**config.mk**
```make
export PLATFORM = sky130hd
export DESIGN_NAME = mult_div_unit_flat
export DESIGN_NICKNAME = d
export VERILOG_FILES = /design/src/rtl/mdu_pkg.sv /design/src/rtl/mdu_if.sv /design/src/rtl/mdu_div_step.sv /design/src/rtl/mult_div_unit.sv /design/src/flat_wrapper.sv
export SDC_FILE = /design/constraint.sdc
export NUM_CORES = 1
export LEC_CHECK = 0
export ABC_AREA = 1
export CORE_MARGIN = 10
export CORE_UTILIZATION = 60
export DETAILED_ROUTE_END_ITERATION = 7
export DONT_BUFFER_PORTS = 1
export PLACE_DENSITY = 0.82
export SLEW_MARGIN = 20
export SYNTH_ARGS = -nofsm -noshare
export SYNTH_HDL_FRONTEND = slang
export SYNTH_SLANG_ARGS = --single-unit
export TNS_END_PERCENT = 1
```
**constraint.sdc**
```tcl
create_clock -name clock -period 10.79 [get_ports clock]
set_clock_uncertainty 0.05 [all_clocks]
set_input_delay 2.158 -clock clock [delete_from_list [all_inputs] [get_ports clock]]
set_output_delay 2.158 -clock clock [all_outputs]
set_load 0.1 [all_outputs]
```
**src/rtl/mdu_pkg.sv**
```systemverilog
// Shared types for the multiply/divide unit: FSM state encoding and Booth pair codes.
package mdu_pkg;
  typedef enum logic [2:0] {IDLE, MULT, DIV, FIXUP, DONE} mdu_state_e;

  localparam logic [1:0] BOOTH_HOLD0 = 2'b00;
  localparam logic [1:0] BOOTH_ADD   = 2'b01;
  localparam logic [1:0] BOOTH_SUB   = 2'b10;
  localparam logic [1:0] BOOTH_HOLD1 = 2'b11;
endpackage

```
**src/rtl/mdu_if.sv**
```systemverilog
// Control FSM <-> multiply/divide unit bus: start pulses with operands, done/status and HI/LO results.
interface mdu_if #(parameter int WIDTH = 32);
  logic             start_mult;
  logic             start_div;
  logic [WIDTH-1:0] op_a;
  logic [WIDTH-1:0] op_b;
  logic             busy;
  logic             done;
  logic             div_zero;
  logic             result_is_div;
  logic [WIDTH-1:0] result_hi;
  logic [WIDTH-1:0] result_lo;

  modport master (output start_mult, start_div, op_a, op_b,
                  input  busy, done, div_zero, result_is_div, result_hi, result_lo);
  modport slave  (input  start_mult, start_div, op_a, op_b,
                  output busy, done, div_zero, result_is_div, result_hi, result_lo);
endinterface

```
**src/rtl/mdu_div_step.sv**
```systemverilog
// One restoring-division iteration on unsigned magnitudes: shift in the next dividend bit,
// subtract the divisor when it fits and report the resulting quotient bit.
module mdu_div_step #(parameter int WIDTH = 32) (
  input  logic [WIDTH:0]   i_rem,
  input  logic [WIDTH-1:0] i_quo,
  input  logic [WIDTH-1:0] i_divisor,
  output logic [WIDTH:0]   o_rem,
  output logic             o_q_bit
);
  logic [WIDTH:0] w_shift;
  logic [WIDTH:0] w_diff;

  assign w_shift = {i_rem[WIDTH-1:0], i_quo[WIDTH-1]};
  assign w_diff  = w_shift - {1'b0, i_divisor};
  assign o_q_bit = ~w_diff[WIDTH];
  assign o_rem   = o_q_bit ? w_diff : w_shift;
endmodule

```
**src/rtl/mult_div_unit.sv**
```systemverilog
// Iterative signed Booth multiplier / restoring divider producing HI/LO for the multicycle CPU.
// Optional MDU_ABORT_EN adds an abort input that cancels a running operation.
module mult_div_unit
  import mdu_pkg::*;
#(parameter int WIDTH = 32) (
  input  logic clock,
  input  logic reset,
`ifdef MDU_ABORT_EN
  input  logic abort,
`endif
  mdu_if.slave bus
);
  localparam int CNT_W = $clog2(WIDTH) + 1;

  mdu_state_e       r_state;
  logic [CNT_W-1:0] r_cnt;
  logic [WIDTH:0]   r_hi;      // one guard bit so adding/subtracting MIN_INT cannot overflow
  logic [WIDTH-1:0] r_lo;
  logic             r_qm1;
  logic [WIDTH-1:0] r_m;
  logic             r_op_div;
  logic             r_neg_q;
  logic             r_neg_r;
  logic             r_dz;
  logic [WIDTH-1:0] r_res_hi;
  logic [WIDTH-1:0] r_res_lo;
  logic             r_res_div;

  logic             w_abort;
  logic [WIDTH:0]   w_m_ext;
  logic [WIDTH:0]   w_booth_sum;
  logic [WIDTH:0]   w_div_rem;
  logic             w_div_qbit;
  logic [WIDTH-1:0] w_abs_a;
  logic [WIDTH-1:0] w_abs_b;

`ifdef MDU_ABORT_EN
  assign w_abort = abort;
`else
  assign w_abort = 1'b0;
`endif

  assign w_m_ext = {r_m[WIDTH-1], r_m};
  assign w_abs_a = bus.op_a[WIDTH-1] ? -bus.op_a : bus.op_a;
  assign w_abs_b = bus.op_b[WIDTH-1] ? -bus.op_b : bus.op_b;

  always_comb begin
    w_booth_sum = r_hi;
    case ({r_lo[0], r_qm1})
      BOOTH_ADD: w_booth_sum = r_hi + w_m_ext;
      BOOTH_SUB: w_booth_sum = r_hi - w_m_ext;
      default:   w_booth_sum = r_hi;
    endcase
  end

  mdu_div_step #(.WIDTH(WIDTH)) u_div_step (
    .i_rem     (r_hi),
    .i_quo     (r_lo),
    .i_divisor (r_m),
    .o_rem     (w_div_rem),
    .o_q_bit   (w_div_qbit)
  );

  always_ff @(posedge clock or posedge reset) begin
    if (reset) begin
      r_state   <= IDLE;
      r_cnt     <= '0;
      r_hi      <= '0;
      r_lo      <= '0;
      r_qm1     <= 1'b0;
      r_m       <= '0;
      r_op_div  <= 1'b0;
      r_neg_q   <= 1'b0;
      r_neg_r   <= 1'b0;
      r_dz      <= 1'b0;
      r_res_hi  <= '0;
      r_res_lo  <= '0;
      r_res_div <= 1'b0;
    end else begin
      case (r_state)
        IDLE: begin
          r_cnt <= CNT_W'(WIDTH - 1);
          r_hi  <= '0;
          r_qm1 <= 1'b0;
          r_dz  <= 1'b0;
          if (bus.start_mult) begin
            r_lo     <= bus.op_b;
            r_m      <= bus.op_a;
            r_op_div <= 1'b0;
            r_state  <= MULT;
          end else if (bus.start_div) begin
            if (bus.op_b == '0) begin
              r_dz      <= 1'b1;
              r_res_div <= 1'b1;
              r_state   <= DONE;
            end else begin
              r_lo     <= w_abs_a;
              r_m      <= w_abs_b;
              r_op_div <= 1'b1;
              r_neg_q  <= bus.op_a[WIDTH-1] ^ bus.op_b[WIDTH-1];
              r_neg_r  <= bus.op_a[WIDTH-1];
              r_state  <= DIV;
            end
          end
        end
        MULT: begin
          if (w_abort) r_state <= IDLE;
          else begin
            r_hi  <= {w_booth_sum[WIDTH], w_booth_sum[WIDTH:1]};
            r_lo  <= {w_booth_sum[0], r_lo[WIDTH-1:1]};
            r_qm1 <= r_lo[0];
            r_cnt <= r_cnt - CNT_W'(1);
            if (r_cnt == '0) r_state <= FIXUP;
          end
        end
        DIV: begin
          if (w_abort) r_state <= IDLE;
          else begin
            r_hi  <= w_div_rem;
            r_lo  <= {r_lo[WIDTH-2:0], w_div_qbit};
            r_cnt <= r_cnt - CNT_W'(1);
            if (r_cnt == '0) r_state <= FIXUP;
          end
        end
        FIXUP: begin
          if (w_abort) r_state <= IDLE;
          else begin
            // truncating division: quotient sign from operand signs, remainder follows dividend
            r_res_hi  <= (r_op_div && r_neg_r) ? -r_hi[WIDTH-1:0] : r_hi[WIDTH-1:0];
            r_res_lo  <= (r_op_div && r_neg_q) ? -r_lo : r_lo;
            r_res_div <= r_op_div;
            r_state   <= DONE;
          end
        end
        DONE:    r_state <= IDLE;
        default: r_state <= IDLE;
      endcase
    end
  end

  assign bus.busy          = (r_state != IDLE);
  assign bus.done          = (r_state == DONE);
  assign bus.div_zero      = (r_state == DONE) && r_dz;
  assign bus.result_is_div = r_res_div;
  assign bus.result_hi     = r_res_hi;
  assign bus.result_lo     = r_res_lo;
endmodule
```
**src/flat_wrapper.sv**
```systemverilog
// flat-port wrapper written by rule: the top's interface ports become plain ports
module mult_div_unit_flat import mdu_pkg::*;
#(parameter int WIDTH = 32)
  (clock, reset, bus_start_mult, bus_start_div, bus_op_a, bus_op_b, bus_busy, bus_done, bus_div_zero, bus_result_is_div, bus_result_hi, bus_result_lo);
  mdu_if #(.WIDTH(WIDTH)) bus_i ();
  input  logic clock;
  input  logic reset;
  input wire logic [$bits(bus_i.start_mult)-1:0] bus_start_mult;
  input wire logic [$bits(bus_i.start_div)-1:0] bus_start_div;
  input wire logic [$bits(bus_i.op_a)-1:0] bus_op_a;
  input wire logic [$bits(bus_i.op_b)-1:0] bus_op_b;
  output wire logic [$bits(bus_i.busy)-1:0] bus_busy;
  output wire logic [$bits(bus_i.done)-1:0] bus_done;
  output wire logic [$bits(bus_i.div_zero)-1:0] bus_div_zero;
  output wire logic [$bits(bus_i.result_is_div)-1:0] bus_result_is_div;
  output wire logic [$bits(bus_i.result_hi)-1:0] bus_result_hi;
  output wire logic [$bits(bus_i.result_lo)-1:0] bus_result_lo;
  assign bus_i.start_mult = bus_start_mult;
  assign bus_i.start_div = bus_start_div;
  assign bus_i.op_a = bus_op_a;
  assign bus_i.op_b = bus_op_b;
  assign bus_busy = bus_i.busy;
  assign bus_done = bus_i.done;
  assign bus_div_zero = bus_i.div_zero;
  assign bus_result_is_div = bus_i.result_is_div;
  assign bus_result_hi = bus_i.result_hi;
  assign bus_result_lo = bus_i.result_lo;
  mult_div_unit #(.WIDTH(WIDTH)) u_core (.clock(clock), .reset(reset), .bus(bus_i));
endmodule
```
; After elaboration in Yosys (flattened, before gate mapping)
; Index checks and enable logic that the tools add are counted.
[classes]
n_eq_ne = 13
mux = 31
add_sub_neg = 8
reduce_logical = 18
bitwise = 4
[op_table]
columns = op, n
row1 = $mux W32, 10
row2 = $neg A32 Y32, 4
row3 = $pmux W33 S3, 1
row4 = $pmux W32 S3, 1
row5 = $pmux W33 S2, 1
row6 = $add A33 B33 Y33, 1
row7 = $mux W33, 1
row8 = $sub A33 B32 Y33, 1
row9 = $sub A33 B33 Y33, 1
row10 = $logic_not A32 Y1, 1
row11 = $mux W3, 4
row12 = $pmux W6 S2, 1
row13 = $mux W1, 9
row14 = $pmux W3 S3, 1
row15 = $reduce_and A4 Y1, 2
row16 = $reduce_bool A2 Y1, 4
row17 = $eq A3 B2 Y1 const B, 2
row18 = $logic_not A6 Y1, 1
row19 = $ne A2 B2 Y1 const B, 3
row20 = $ne A3 B3 Y1 const B, 2
row21 = $reduce_and A3 Y1, 2
row22 = $reduce_bool A3 Y1, 2
row23 = $sub A6 B1 Y6 const B, 1
row24 = $ne A2 B1 Y1 const B, 2
row25 = 11 further kinds, 16
[totals]
output_inout_bits = 68
regBits = 176

; Depth between registers and ports, before layout
; Gate-level depths: netlist (run 1).
[logic_depth]
depth_word = 6
ltp_mapped = 28

; Cells and area by module
; From an unflattened synthesis (run 1), not the netlist that was laid out.
[hier_totals]
hier_cells = 2975
hier_area_um2 = 17849.6
[by_module_without_submodules]
columns = module, seq_area_each_um2, instances, cells_per_inst, area_per_inst_um2
row1 = mult_div_unit, 4404.2, 1, 2356, 14946.8
row2 = mdu_div_step, 0.0, 1, 619, 2902.8

; Worst setup path after synthesis (run 1)
; No wires, ideal clock.
[synth_timing]
kind = register to output
start = register u_core.r_state[0]
end = output bus_done
t_required_ns = 8.582
path_slack_ns = 6.723
path_stages_with_launch = 4
t_arrival_ns = 1.859
n_path_buf = 0
path_cell_list = dfrtp_1 -> nor2_1 -> inv_1 -> nor2_1
[synth_between]
elab_chain_cells = 1
[synth_lines]
columns = item, line_no
row1 = "start, declared", mult_div_unit.sv:15  ; mdu_state_e r_state;
row2 = "start signal, assigned", mult_div_unit.sv:66  ; r_state <= IDLE;
row3 = "start signal, assigned", mult_div_unit.sv:90  ; r_state <= MULT;
row4 = "start signal, assigned", mult_div_unit.sv:95  ; r_state <= DONE;
row5 = $eq A3 B3 Y1, mult_div_unit.sv:142  ; assign bus.done = (r_state == DONE);
row6 = "end, declared", flat_wrapper.sv:13  ; output wire logic [$bits(bus_i.done)-1:0] bus_done;
; Every way passes these cells.

; Worst setup path in the final report (run 1)
[layout_timing]
start = register u_core.r_lo[31]
end = register u_core.r_hi[4]
[layout_between]
elab_chain_cells = 3
[layout_lines]
columns = item, line_no
row1 = "start, declared", mult_div_unit.sv:18  ; logic [WIDTH-1:0] r_lo;
row2 = "start signal, assigned", mult_div_unit.sv:87  ; r_lo <= bus.op_b;
row3 = "start signal, assigned", mult_div_unit.sv:97  ; r_lo <= w_abs_a;
row4 = "start signal, assigned", mult_div_unit.sv:110  ; r_lo <= {w_booth_sum[0], r_lo[WIDTH-1:1]};
row5 = $sub A33 B32 Y33, mdu_div_step.sv:14  ; assign w_diff = w_shift - {1'b0, i_divisor};
row6 = $mux W33, mdu_div_step.sv:16  ; assign o_rem = o_q_bit ? w_diff : w_shift;
row7 = $pmux W33 S3, mult_div_unit.sv:80  ; case (r_state)
row8 = "end signal, assigned", mult_div_unit.sv:109  ; r_hi <= {w_booth_sum[WIDTH], w_booth_sum[WIDTH:1]};
row9 = "end signal, assigned", mult_div_unit.sv:119  ; r_hi <= w_div_rem;
row10 = "end, declared", mult_div_unit.sv:17  ; logic [WIDTH:0] r_hi;
; Every way passes these cells.
; A chain may end at the register's enable or synchronous reset.

==> results of run 1 <==
==> worst min-delay path by stage <==
stage	from	to	slack [ps]
after floorplan	u_core.r_dz	u_core.r_dz	400
after detailed placement	u_core.r_neg_r	u_core.r_neg_r	440
after global placement	u_core.r_dz	u_core.r_dz	420
after CTS	u_core.r_neg_r	u_core.r_neg_r	460
after global routing	u_core.r_neg_r	u_core.r_neg_r	470
final	u_core.r_neg_r	u_core.r_neg_r	460
==> synth_stat cells (2+ instances only) <==
cell	count
xor2_1	94
nand3_2	5
inv_1	328
a22oi_1	4
o22ai_1	28
a31oi_1	16
inv_2	12
a21boi_1	6
buf_1	14
o21ai_0	204
fa_1	2
clkbuf_1	59
o211ai_1	35
ha_1	73
o31ai_1	6
buf_6	2
nor2_2	6
a21oi_1	198
o221ai_1	16
or2_2	6
nor4_1	16
a21o_1	5
nor2_1	308
and2_1	2
o21bai_1	12
nand3b_1	10
o21a_1	6
nor3_1	29
nor3_2	4
xnor2_1	5
a21boi_0	4
nand4_1	30
buf_2	20
nor2_4	5
dfrtp_1	176
nand3_1	219
nand2_1	735
o21ai_1	28
==> layer usage <==
metal  routed length, um  part of all wire, %  GRT usage, %  vias to the layer above
met5                   0                    0             0                        -
met3                6632                   10         7.959                      180
met2               28110                   44         53.77                     1032
met4                4151                  6.5         21.45                        0
li1                    -                    -             -                     8911
met1               24650                   39         43.58                     8650
==> metrics by stage <==
stage,instance area (um2),util (%),hold WS (ps)
floorplan,16910,-,396.2
global placement,17090,61.50,421.5
detailed placement,17090,61.50,438.2
CTS,17710,63.75,456.3
global route,17740,63.84,466.0
finish,17740,63.84,455.1
==> worst max-delay path, stage by stage (launching register included) <==
cell      delay [ps]
dfrtp_1          410
inv_1            170
ha_1             170
inv_1             60
fa_1             380
nand2_1           90
nand2_1           50
o21ai_1          150
o21ai_1          220
nand2_1          100
nand2_1          110
nand2_1          140
nand2_1           90
nand2_1           70
o311ai_0         130
ha_1             330
clkinv_1         800
a21oi_1          370
o21ai_0          120
o21ai_0          110
o221ai_1         130
==> placed cells by master (no fill, tap or decap), types with 17 or more instances in the layout <==
cell type / count
o21ai_0: 204
o211ai_1: 35
o21ai_1: 28
nand4_1: 30
nor3_1: 29
nand3_1: 219
clkbuf_16: 17
a21oi_1: 198
ha_1: 73
inv_1: 324
nor2_1: 306
xor2_1: 94
o22ai_1: 28
dfrtp_1: 176
nand2_1: 734
==> layout make-up <==
class / instances / area share (%)
clock inverters: 15 / 1.122
inverters: 341 / 7.245
clock buffers: 17 / 2.398
multi-input cells: 2127 / 61.08
repair buffers: 13 / 0.6631
flip-flops and latches: 176 / 24.83
well taps: 378 / 2.666
==> logic make-up (layout without fill, tap and decap cells) <==
kind of cell	count (synthesis)	count (layout)	share of synthesized area [%]
xor gates and xnor gates	99	99	5.129
adders and majority gates	75	75	5.639
AOI/OAI and AO/OA	574	574	18.96
buffers and inverters	437	386	9.947
DFF	176	176	26.05
and+or+nand+nor	1379	1379	34.27
==> state kept, by name, summed over array words and instances, names as in the netlist, 3 cells and up <==
name,count
u_core.r_state,3
u_core.r_lo,32
u_core.r_hi,33
u_core.r_m,32
u_core.bus.result_hi,32
u_core.bus.result_lo,32
u_core.r_cnt,6
==> summary.txt, run 1 <==
via count -> 18770
fin crit period -> 4457 ps
Final period util -> 41.31%
Total GRT Usage -> 34.87%
GRT Residual Overflow -> 0
max-slew violations -> 0
Mapped Cells -> 2740
first-pass GRT wire length -> 97.95 mm
number of H-tree levels -> 4
Routed WL per cell -> 20.72 um
final worst slack -> 6333 ps
clk_lat worst skew -> 460 ps
Placed Cells incl. Taps -> 3034
Worst-Margin Slew -> 1089 ps
RSZ-0062 raised after global routing -> no
CTS Hold Bufs -> 0
WS Path Type -> flop to flop
Setup Viol. Count Final -> 0
Post-synth EDFFs -> 0
ant diodes -> 0
cell taking the most area after synthesis -> dfrtp_1
Post-synth ARST share -> 100.0%
flops & latches, synth -> 176
setup_tns -> 0 ps
final hold violations -> 0
Worst EP arrival -> 4710 ps
Synth area leaders -> dfrtp_1 26%, nand2_1 16%, inv_1 7.3%
initial antenna violation count -> 0
port bufs -> 0
die height -> 187.9 um
1st-pass router iterations -> 6
status -> completed
largest net degree at the start of global routing -> 98
Critical Path Start Type -> flop
worst r2r src -> u_core.r_lo[31]
I/O pins -> 136
crit end category -> flop
pre-CTS setup slack -> 6206 ps
core area -> 0.02778 mm2
Rel. slew slack -> 27.67%
Syn Std Cell Area -> 0.01691 mm2
total wire length -> 63.54 mm
synth unique cells -> 50
Routed Antenna Nets -> 0
number of global-route vias before repair -> 17420
die width -> 187.9 um
Worst Path Required -> 11040 ps
number of core rows -> 61
warnings from Yosys -> 0
multi-input combinational cell area -> 0.01083 mm2
total clock sinks -> 176
Seq. cell area -> 0.004404 mm2
full die area -> 0.03529 mm2
Fill cells -> 2712
DRC Markers -> 0
CTS buffer count -> 17
dominant synthesized flop cell -> dfrtp_1
Worst-path clk slew -> 80 ps
Worst setup endpoint -> u_core.r_hi[4]
share of cells above drive strength 1 -> 3.496%
post-DP HPWL -> 49.55 mm
origin of the worst setup path -> u_core.r_lo[31]
non-filler cells, final -> 3067
Hold Path Class -> flop to flop
share of the synthesized area in the top cell type -> 26.05%
crit-path max FO -> 32
CTS tree -> done
Area growth syn-to-layout -> 4.914%
worst hold path cell count -> 2
DR vias/cell -> 6.121
max-cap violation count -> 0
GPL Wtd Cong -> 1.058
clk buf depth -> 2
r2r endpoint -> u_core.r_hi[4]
register area share after synthesis -> 26.05%
initial core utilization -> 60.85%
setup bufs post-CTS -> 0
R2R setup slack -> 6330 ps
Synth Area per Inst -> 6.170 um2
Post-Syn Nets -> 2883
CTS root buf -> clkbuf_16
CTS resizes -> 0
Reg2Reg Depth -> 20
Nets -> 2819
initial drt markers -> 2161
Peak Freq -> 224.4 MHz
Power of run 1 is not shown: default switching activity piles up to over one toggle a cycle in this logic, so the estimate is an artifact.
==> run 2, diff against run 1 <==
Settings changed: PLACE_DENSITY 0.82 to 0.85.
Clock period 10.79 ns to 3.7 ns, I/O delays scaled along.
==> run 2 against run 1 <==
Compared with the run above: flip-flop and latch count is the same; setup slack lost 6200 ps; clock-buffer cell count is the same; core utilization grew 2.7 points; wire length grew 7.2%; die area is the same; first-iteration DRC count grew 39%; critical path depth grew 3; critical endpoint is now u_core.r_hi[26].
==> summary.txt, run 2 (synthesized netlist as in run 1, its figures left out) <==
via count -> 19860 (+5.8%)
Routed Antenna Nets -> 0 (unchanged)
total clock sinks -> 176 (unchanged)
R2R setup slack -> 150 ps (-6180 ps)
max-slew violations -> 0 (unchanged)
DR vias/cell -> 6.327 (+3.4%)
fin crit period -> 3551 ps (-906.1 ps)
Setup Viol. Count Final -> 0 (unchanged)
crit end category -> flop
Reg with most FFs -> u_core.r_hi
initial drt markers -> 2996 (+39%)
Final period util -> 95.97% (+55 points)
first-pass GRT wire length -> 105.5 mm (+7.7%)
Nets -> 2891 (+2.6%)
full die area -> 0.03529 mm2 (unchanged)
Worst-path clk slew -> 90 ps (about the same)
Worst-Margin Slew -> 979.0 ps (-109.9 ps)
Critical Path Start Type -> flop
WS Path Type -> flop to flop
Hold Path Class -> input pin to asynchronous set/reset pin
port bufs -> 0 (unchanged)
largest net degree at the start of global routing -> 92 (-6.1%)
die width -> 187.9 um (unchanged)
Rel. slew slack -> 34.73% (+7.1 points)
commonest non-fill, non-tap cell in the layout -> nand2_1
r2r endpoint -> u_core.r_hi[26]
GPL Wtd Cong -> 1.103 (+4.3%)
Worst EP arrival -> 3860 ps (-850 ps)
CTS buffer count -> 17 (unchanged)
CTS tree -> done
multi-input combinational cell area -> 0.01107 mm2 (+2.2%)
CTS Hold Bufs -> 0 (unchanged)
Routed WL per cell -> 21.70 um (+4.7%)
Seq. cell area -> 0.004404 mm2 (unchanged)
Worst setup endpoint -> u_core.r_hi[26]
GRT Residual Overflow -> 0 (unchanged)
max-cap violation count -> 0 (unchanged)
DRC Markers -> 0 (unchanged)
number of global-route vias before repair -> 18740 (+7.6%)
initial core utilization -> 60.85% (unchanged)
clk buf depth -> 2 (unchanged)
clk_lat worst skew -> 470 ps (about the same)
Reg2Reg Depth -> 23 (+15%)
total wire length -> 68.11 mm (+7.2%)
Fill cells -> 2628 (-3.1%)
Largest register FFs -> 33 (unchanged)
CTS root buf -> clkbuf_16
Peak Freq -> 281.6 MHz (+26%)
setup_tns -> 0 ps (unchanged)
RSZ-0062 raised after global routing -> yes
core area -> 0.02778 mm2 (unchanged)
post-DP HPWL -> 53.05 mm (+7.1%)
number of core rows -> 61 (unchanged)
Total GRT Usage -> 37.46% (+2.6 points)
commonest non-fill, non-tap cells in the layout -> 727 x nand2_1, 323 x inv_1, 300 x nor2_1, 217 x nand3_1, 200 x o21ai_0
worst r2r src -> u_core.r_m[1]
pre-CTS setup slack -> -32.48 ps (-6239 ps)
initial antenna violation count -> 1 (+1)
crit-path max FO -> 6 (-81%)
ant diodes -> 0 (unchanged)
Area growth syn-to-layout -> 9.428%
share of cells above drive strength 1 -> 7.678% (+4.2 points)
1st-pass router iterations -> 7 (+1)
origin of the worst setup path -> u_core.r_m[1]
final hold violations -> 0 (unchanged)
Core Util, Final -> 66.59% (+2.7 points)
Worst Path Required -> 4010 ps (-7030 ps)
final worst slack -> 149.2 ps (-6184 ps)
I/O pins -> 136 (unchanged)
status -> completed
number of H-tree levels -> 4 (unchanged)
die height -> 187.9 um (unchanged)
run 2: changes by cell type in the layout (fill, tap and decap cells not counted), moves of 6 or more:
cell	previous run	this run
ha_4	0	6
a21oi_2	0	8
nand2_1	734	727
nand2_2	2	9
ha_1	73	64
nor2_1	306	300
buf_4	12	80
a21oi_1	198	190
run 2: layout make-up:
cell class	instances	area share, %
multi-input cells	2127	59.83
inverters	341	6.939
flip-flops and latches	176	23.81
well taps	378	2.556
clock inverters	15	0.7778
clock buffers	17	2.299
repair buffers	85	3.787
run 2: worst min-delay path by stage:
stage                               endpoint  slack [ps]  depth (start not counted)
floorplan                        u_core.r_dz         400                          2
global placement                 u_core.r_dz         420                          2
detailed placement            u_core.r_neg_q         430                          2
CTS                           u_core.r_hi[1]         150                          1
global route         u_core.bus.result_hi[4]         170                          1
finish              u_core.bus.result_hi[19]         140                          1
run 2: per-stage QoR:
stage | hold slack [ps] | cells | cell area (um2)
final | 142.0 | 3139 | 18500
after global routing | 166.9 | 3139 | 18500
after CTS | 150.2 | 3137 | 18260
after detailed placement | 433.7 | 3105 | 17680
after global placement | 416.5 | 3105 | 17680
after floorplan | 396.2 | 2740 | 16910
run 2: worst max-delay path: stages, from the launching register on:
cell	delay [ps]
dfrtp_1	390
inv_1	110
nand3_1	130
nor2_1	140
nand2_1	120
nor3_4	160
nand4_1	110
buf_4	180
inv_2	70
nand3_1	120
nand2_2	160
nand3_1	80
nand2_1	100
inv_2	60
ha_4	320
nand2_1	110
nor2_1	170
inv_1	110
nor4_1	280
nand2_1	150
nand3_1	100
nand3_1	70
nand2_1	70
nand3_1	70
run 2: layer usage:
layer	global-route usage, %	vias to the layer above	part of all wire, %
met2	57.45	1454	43
met3	9.202	316	13
met1	46.20	9053	36
met5	0	-	0.019
li1	-	9035	-
met4	24.28	2	7.4
run 2: timing repair:
action | in CTS | in global routing
pin swaps | 1 | 6
resized for setup | 3 | 55
setup endpoints to repair | 3 | 29
setup buffers | 0 | 2
Power of run 2 is left out for the same reason.
